--- config.mk ---
export PLATFORM = sky130hd
export DESIGN_NAME = fetch_sequencer
export DESIGN_NICKNAME = d
export VERILOG_FILES = /design/src/rtl/fetch_sequencer_pkg.sv /design/src/rtl/fetch_sequencer_sat_updown_counter.sv /design/src/rtl/fetch_sequencer.sv
export SDC_FILE = /design/constraint.sdc
export NUM_CORES = 1
export LEC_CHECK = 0
export ABC_AREA = 1
export ABC_CLOCK_PERIOD_IN_PS = 5500
export CAP_MARGIN = 10
export CORE_AREA = 2 2 131 133
export DETAILED_ROUTE_END_ITERATION = 12
export DIE_AREA = 0 0 133 135
export GPL_TIMING_DRIVEN = 0
export PLACE_DENSITY = 0.57
export SLEW_MARGIN = 15
export SYNTH_ARGS = -nofsm -noshare
export SYNTH_HDL_FRONTEND = slang
export SYNTH_SLANG_ARGS = --single-unit
--- constraint.sdc ---
create_clock -name clk -period 5.5 [get_ports clk]
set_input_delay 1.1 -clock clk [delete_from_list [all_inputs] [get_ports clk]]
set_output_delay 1.1 -clock clk [all_outputs]
set_load 0.005 [all_outputs]
--- src/rtl/fetch_sequencer_pkg.sv ---
// ---------------------------------------------------------------
// fetch_sequencer_pkg : shared fetch types, widths and helpers
// rev 1.0
// ---------------------------------------------------------------
`default_nettype none

package fetch_sequencer_pkg;

  typedef enum logic [0:0] {
    ST_RUN   = 1'b0,
    ST_DRAIN = 1'b1
  } fetch_state_e;

  localparam int LINE_BYTES = 16;
  localparam int LINE_OFF_W = 4;
  localparam int QLOAD_W    = 6;
  localparam int LINE_IDX_W = 32 - LINE_OFF_W;

  // 2-bit saturating step tables for the outstanding/drop counters.
  function automatic logic [1:0] sat_inc2(input logic [1:0] v);
    logic [1:0] r;
    case (v)
      2'd0:    r = 2'd1;
      2'd1:    r = 2'd2;
      default: r = 2'd3;
    endcase
    return r;
  endfunction

  function automatic logic [1:0] sat_dec2(input logic [1:0] v);
    logic [1:0] r;
    case (v)
      2'd3:    r = 2'd2;
      2'd2:    r = 2'd1;
      default: r = 2'd0;
    endcase
    return r;
  endfunction

  // Ripple-carry line-index increment; natural wrap at 2^28.
  function automatic logic [LINE_IDX_W-1:0] inc_line(input logic [LINE_IDX_W-1:0] v);
    logic [LINE_IDX_W-1:0] r;
    logic                  c;
    c = 1'b1;
    for (int i = 0; i < LINE_IDX_W; i++) begin
      r[i] = v[i] ^ c;
      c    = v[i] & c;
    end
    return r;
  endfunction

endpackage

`default_nettype wire

--- src/rtl/fetch_sequencer_sat_updown_counter.sv ---
// ---------------------------------------------------------------
// sat_updown_counter : 2-bit inc/dec/load counter, saturating at 0
// rev 1.0
// ---------------------------------------------------------------
`default_nettype none

module sat_updown_counter
  import fetch_sequencer_pkg::*;
(
  input  logic       clk,
  input  logic       rst,
  input  logic       i_inc,
  input  logic       i_dec,
  input  logic       i_load,
  input  logic [1:0] i_load_val,
  output logic [1:0] o_count
);

  logic [1:0] r_count;
  logic [1:0] w_next;

  // Load has priority; simultaneous inc and dec cancel.
  always_comb begin
    w_next = r_count;
    if (i_load)
      w_next = i_load_val;
    else if (i_inc && !i_dec)
      w_next = sat_inc2(r_count);
    else if (i_dec && !i_inc)
      w_next = sat_dec2(r_count);
  end

  always_ff @(posedge clk) begin
    if (rst)
      r_count <= 2'd0;
    else
      r_count <= w_next;
  end

  assign o_count = r_count;

endmodule

`default_nettype wire

--- src/rtl/fetch_sequencer.sv ---
// ---------------------------------------------------------------
// fetch_sequencer : I-cache line request sequencer with redirect drain
// rev 1.0
// ---------------------------------------------------------------
`default_nettype none

module fetch_sequencer
  import fetch_sequencer_pkg::*;
#(
  parameter logic [31:0] RESET_VECTOR = 32'hFFFF_FFF0,
  parameter int          MAX_OUT      = 2
)(
  input  logic                 clk,
  input  logic                 reset,
  input  logic                 redirect_i,
  input  logic [31:0]          redirect_addr_i,
  input  logic                 halt_i,
  output logic                 req_valid_o,
  input  logic                 req_ready_i,
  output logic [31:0]          req_addr_o,
  input  logic                 resp_valid_i,
  output logic                 resp_ready_o,
  input  logic [127:0]         resp_data_i,
  output logic                 q_valid_o,
  input  logic                 q_ready_i,
  output logic [127:0]         q_data_o,
  output logic                 q_load_o,
  output logic [QLOAD_W-1:0]   q_load_address_o
);

  localparam logic [1:0] c_max_out = MAX_OUT[1:0];

  fetch_state_e          r_state;
  fetch_state_e          w_state_next;
  logic [LINE_IDX_W-1:0] r_fetch_addr;
  logic                  r_first;
  logic [1:0]            w_out_cnt;
  logic [1:0]            w_drop_cnt;
  logic [1:0]            w_drop_load;
  logic                  w_below_max;
  logic                  w_req_fire;
  logic                  w_resp_fire;
  logic                  w_boot_load;

  assign w_below_max = (w_out_cnt < c_max_out);
  assign req_valid_o = ~reset & ~halt_i & ~redirect_i & w_below_max;
  assign req_addr_o  = {r_fetch_addr, {LINE_OFF_W{1'b0}}};
  assign w_req_fire  = req_valid_o & req_ready_i;

  // Responses are swallowed while draining stale lines or during a redirect.
  assign resp_ready_o = redirect_i | (r_state == ST_DRAIN) | q_ready_i;
  assign w_resp_fire  = resp_valid_i & resp_ready_o;
  assign q_valid_o    = resp_valid_i & ~redirect_i & (r_state == ST_RUN);
  assign q_data_o     = resp_data_i;

  assign w_boot_load = r_first & ~reset;
  assign q_load_o    = ~reset & (redirect_i | r_first);

  always_comb begin
    q_load_address_o = '0;
    if (!reset && redirect_i)
      q_load_address_o = {2'b00, redirect_addr_i[LINE_OFF_W-1:0]};
    else if (w_boot_load)
      q_load_address_o = {2'b00, RESET_VECTOR[LINE_OFF_W-1:0]};
  end

  // Lines still owed by the I-cache after this cycle's response.
  assign w_drop_load = w_resp_fire ? sat_dec2(w_out_cnt) : w_out_cnt;

  sat_updown_counter u_out_cnt (
    .clk        (clk),
    .rst        (reset),
    .i_inc      (w_req_fire),
    .i_dec      (w_resp_fire),
    .i_load     (1'b0),
    .i_load_val (2'd0),
    .o_count    (w_out_cnt)
  );

  sat_updown_counter u_drop_cnt (
    .clk        (clk),
    .rst        (reset),
    .i_inc      (1'b0),
    .i_dec      (w_resp_fire & (r_state == ST_DRAIN)),
    .i_load     (redirect_i),
    .i_load_val (w_drop_load),
    .o_count    (w_drop_cnt)
  );

  always_comb begin
    w_state_next = r_state;
    if (redirect_i)
      w_state_next = (w_drop_load != 2'd0) ? ST_DRAIN : ST_RUN;
    else if (r_state == ST_DRAIN && w_resp_fire && w_drop_cnt <= 2'd1)
      w_state_next = ST_RUN;
  end

  always_ff @(posedge clk) begin
    if (reset) begin
      r_state      <= ST_RUN;
      r_fetch_addr <= RESET_VECTOR[31:LINE_OFF_W];
      r_first      <= 1'b1;
    end else begin
      r_state <= w_state_next;
      r_first <= 1'b0;
      if (redirect_i)
        r_fetch_addr <= redirect_addr_i[31:LINE_OFF_W];
      else if (w_req_fire)
        r_fetch_addr <= inc_line(r_fetch_addr);
    end
  end

endmodule

`default_nettype wire

==> flow_metrics.tcl <==
set metrics [dict create \
    outcome "finished clean" \
    r2r-start "r_fetch_addr[0]" \
    worstPathRequired_ns 5.66 \
    register_area_um2 681.9 \
    via_per_inst 3.598 \
    holdPathEnd "r_fetch_addr[13]" \
    leakagePower_nw 2.663 \
    critical_path.top_delay_family "adder cells" \
    final_layout_size_suffix_gt1_share_pct 30.20 \
    grt_pass1_wl_um 15690 \
    ys_types 24 \
    ys_ff_latch 34 \
    syn-mean-instance-area_um2 7.259 \
    r2r_slack_ns 0.23 \
    syn_area_um2 3151 \
    die-height_um 135 \
    clock.fmax_mhz 189.7 \
    place.gp.congestion 0.7134 \
    drc_errors 0 \
    fillers 1747 \
    die_area_um2 17960 \
    crit_path_end_kind "flip-flop" \
    fp.coreArea_um2 16410 \
    wl_per_cell_um 12.33 \
    cts.clk_slew.worst_paths_ns 0.06 \
    grt_max_degree 12 \
    cts_root_buffer "clkbuf_16" \
    critPathKind "reg2reg" \
    grt_usage_pct 11.15 \
    postRouteAntennaNets 0 \
    slew_viol_final 0 \
    place_area_um2 5456 \
    mostFrequentLayoutCell "clkdlybuf4s50_1" \
    fin_nets 842 \
    hold_violations 0 \
    fin_total_pwr_mw 0.9258 \
    fin_skew_ns 0.006288 \
    crit_fanout 2 \
    cts_buffers 5 \
    ys_warn_count 0 \
    start_util_pct 19.20 \
    port_buffers 201 \
    critPathLaunchType "flip-flop" \
    grt.overflow.total 0 \
    final_area_um2 5645 \
    min_path_cells 2 \
    dr_total_vias 3127 \
    cts_max_level 2 \
    powerDensity_nw_per_um2 164.0 \
    yosysTopAreaCellShare_pct 32.88 \
    wirelength_um 10710 \
    crit_buf_inv 0 \
    drt-initial-drc-count 60 \
    clk_latency_ns 0.28 \
    relSlewSlack_pct 60.25 \
    ir_drop_mv 0.1053 \
    antenna_cells 0 \
    rows 47 \
    io_pins 337 \
    area_growth_pct 79.19 \
    grt_pass1_vias 3102 \
    hold_class "reg2reg" \
    min_period_ns 5.272 \
    multiInputGateArea_um2 1363 \
    r2r_end "r_fetch_addr[26]" \
    critPathSlowestCell "dfxtp_2" \
    period_share_pct 95.85 \
    postSynthCellCount 434 \
    antenna_found_initial 0 \
    reg2reg_depth 30 \
    synth-seq-area-share_pct 21.60 \
    cts_sinks 34 \
    synth.largest_area_cell "buf_4" \
    rsz0062_at_grt "false" \
    cts_buffer_depth 2 \
    cpMostUsedCell "ha_2" \
    arrival_ns 5.43 \
    netlist_top_cells_area "buf_4, dfxtp_1, nand2_1" \
    critical-path-max-stage-delay_ns 0.32 \
    hp-start "r_fetch_addr[13]" \
    drt-pass1-iter-count 4 \
    maxCapViolations 0 \
    fp.dieW_um 133 \
    tritoncts "built" \
    tightest_slew_ns 0.5963 \
    layout_common_cells "clkdlybuf4s50_1, buf_4, nand2_1, dfxtp_1, nand3_1" \
    dp_hpwl_um 8893 \
    finalSetupViolations 0 \
]
==> synthesized netlist by cell type <==
cell type and count:
a21o_1 1, a21oi_1 7, buf_2 6, buf_4 138, buf_6 3, clkbuf_1 2
conb_1 1, dfxtp_1 34, ha_1 27, inv_1 11, inv_4 1, inv_6 1
nand2_1 139, nand2_2 10, nand2_4 1, nand3_1 19, nand3_2 10, nand4_4 1
nor2_1 11, nor2_4 1, nor4_1 1, o21ai_0 7, o21bai_1 1, xor2_1 1
==> sequential cells by signal (all words and copies together) (netlist names) <==
name	count
u_drop_cnt.o_count	2
r_state	1
u_out_cnt.o_count	2
r_first	1
r_fetch_addr	28
==> per-stage QoR <==
step | hold WS [ns] | util (%) | cells | setup slack (ns) | setup TNS, ns
final | 0.4904 | 34.41 | 869 | 0.2284 | 0
after global routing | 0.5156 | 34.41 | 869 | 0.003382 | 0
after CTS | 0.4919 | 34.27 | 869 | 0.01142 | 0
after detailed placement | 0.4798 | 33.26 | 860 | -0.1481 | -0.2534
after global placement | 0.4786 | 33.26 | 860 | -0.1459 | -0.2480
after floorplan | 0.4686 | - | 439 | 0.2820 | 0
==> cells by family after synthesis <==
logic type,count (synthesis),share of synthesized area (%)
compound gates,16,2.701
xor+xnor,1,0.2780
fa+ha+maj,27,10.72
buf+inv,162,36.93
flops,34,21.60
other cells,1,0.1190
simple gates,193,27.64
==> where the power goes <==
part	internal, mW	leakage (nW)	switching, mW
Combinational	0.241	2.31	0.124
Sequential	0.266	0.283	0.0172
Clock	0.168	0.0708	0.110
Total	0.675	2.66	0.251
==> how the worst max path moves through the flow <==
stage                               start               end  slack [ns]  cells after the start
after detailed placement  r_fetch_addr[0]  r_fetch_addr[26]       -0.15                     30
after global placement    r_fetch_addr[0]  r_fetch_addr[26]       -0.15                     30
after global routing      r_fetch_addr[0]  r_fetch_addr[26]       0.003                     30
final                     r_fetch_addr[0]  r_fetch_addr[26]        0.23                     30
after CTS                 r_fetch_addr[0]  r_fetch_addr[26]        0.01                     30
after floorplan           r_fetch_addr[0]  r_fetch_addr[26]        0.28                     30
==> worst min-delay path, stage by stage, from the launching register on <==
cell,delay [ns]
dfxtp_1,0.32
nand2_1,0.06
nand3_1,0.05
==> layout make-up <==
type	instances	share of cell area, %
plain buffers	149	19.61
flip-flops and latches	34	12.08
multi-input cells	243	24.14
well taps	220	4.876
inverters	13	0.9973
clock inverters	2	0.2438
clock buffers	6	2.283
repair buffers	202	35.77
==> per-layer routing <==
metal | track usage (%) | vias to the layer above | wire length (µm)
met5 | 0 | - | 0
met4 | 2.389 | 0 | 47
met3 | 3.153 | 2 | 798
met2 | 21.42 | 162 | 5693
met1 | 12.12 | 1319 | 4173
li1 | - | 1644 | -
==> timing repair <==
action | CTS | global route
buffers inserted | 1 | 0
hold buffers | 0 | 0
hold endpoints to repair | 0 | 0
gates resized for setup | 7 | 9
gates cloned | 0 | 0
endpoints found under the setup margin | 2 | 3
Power figures use the tool's default switching activity.
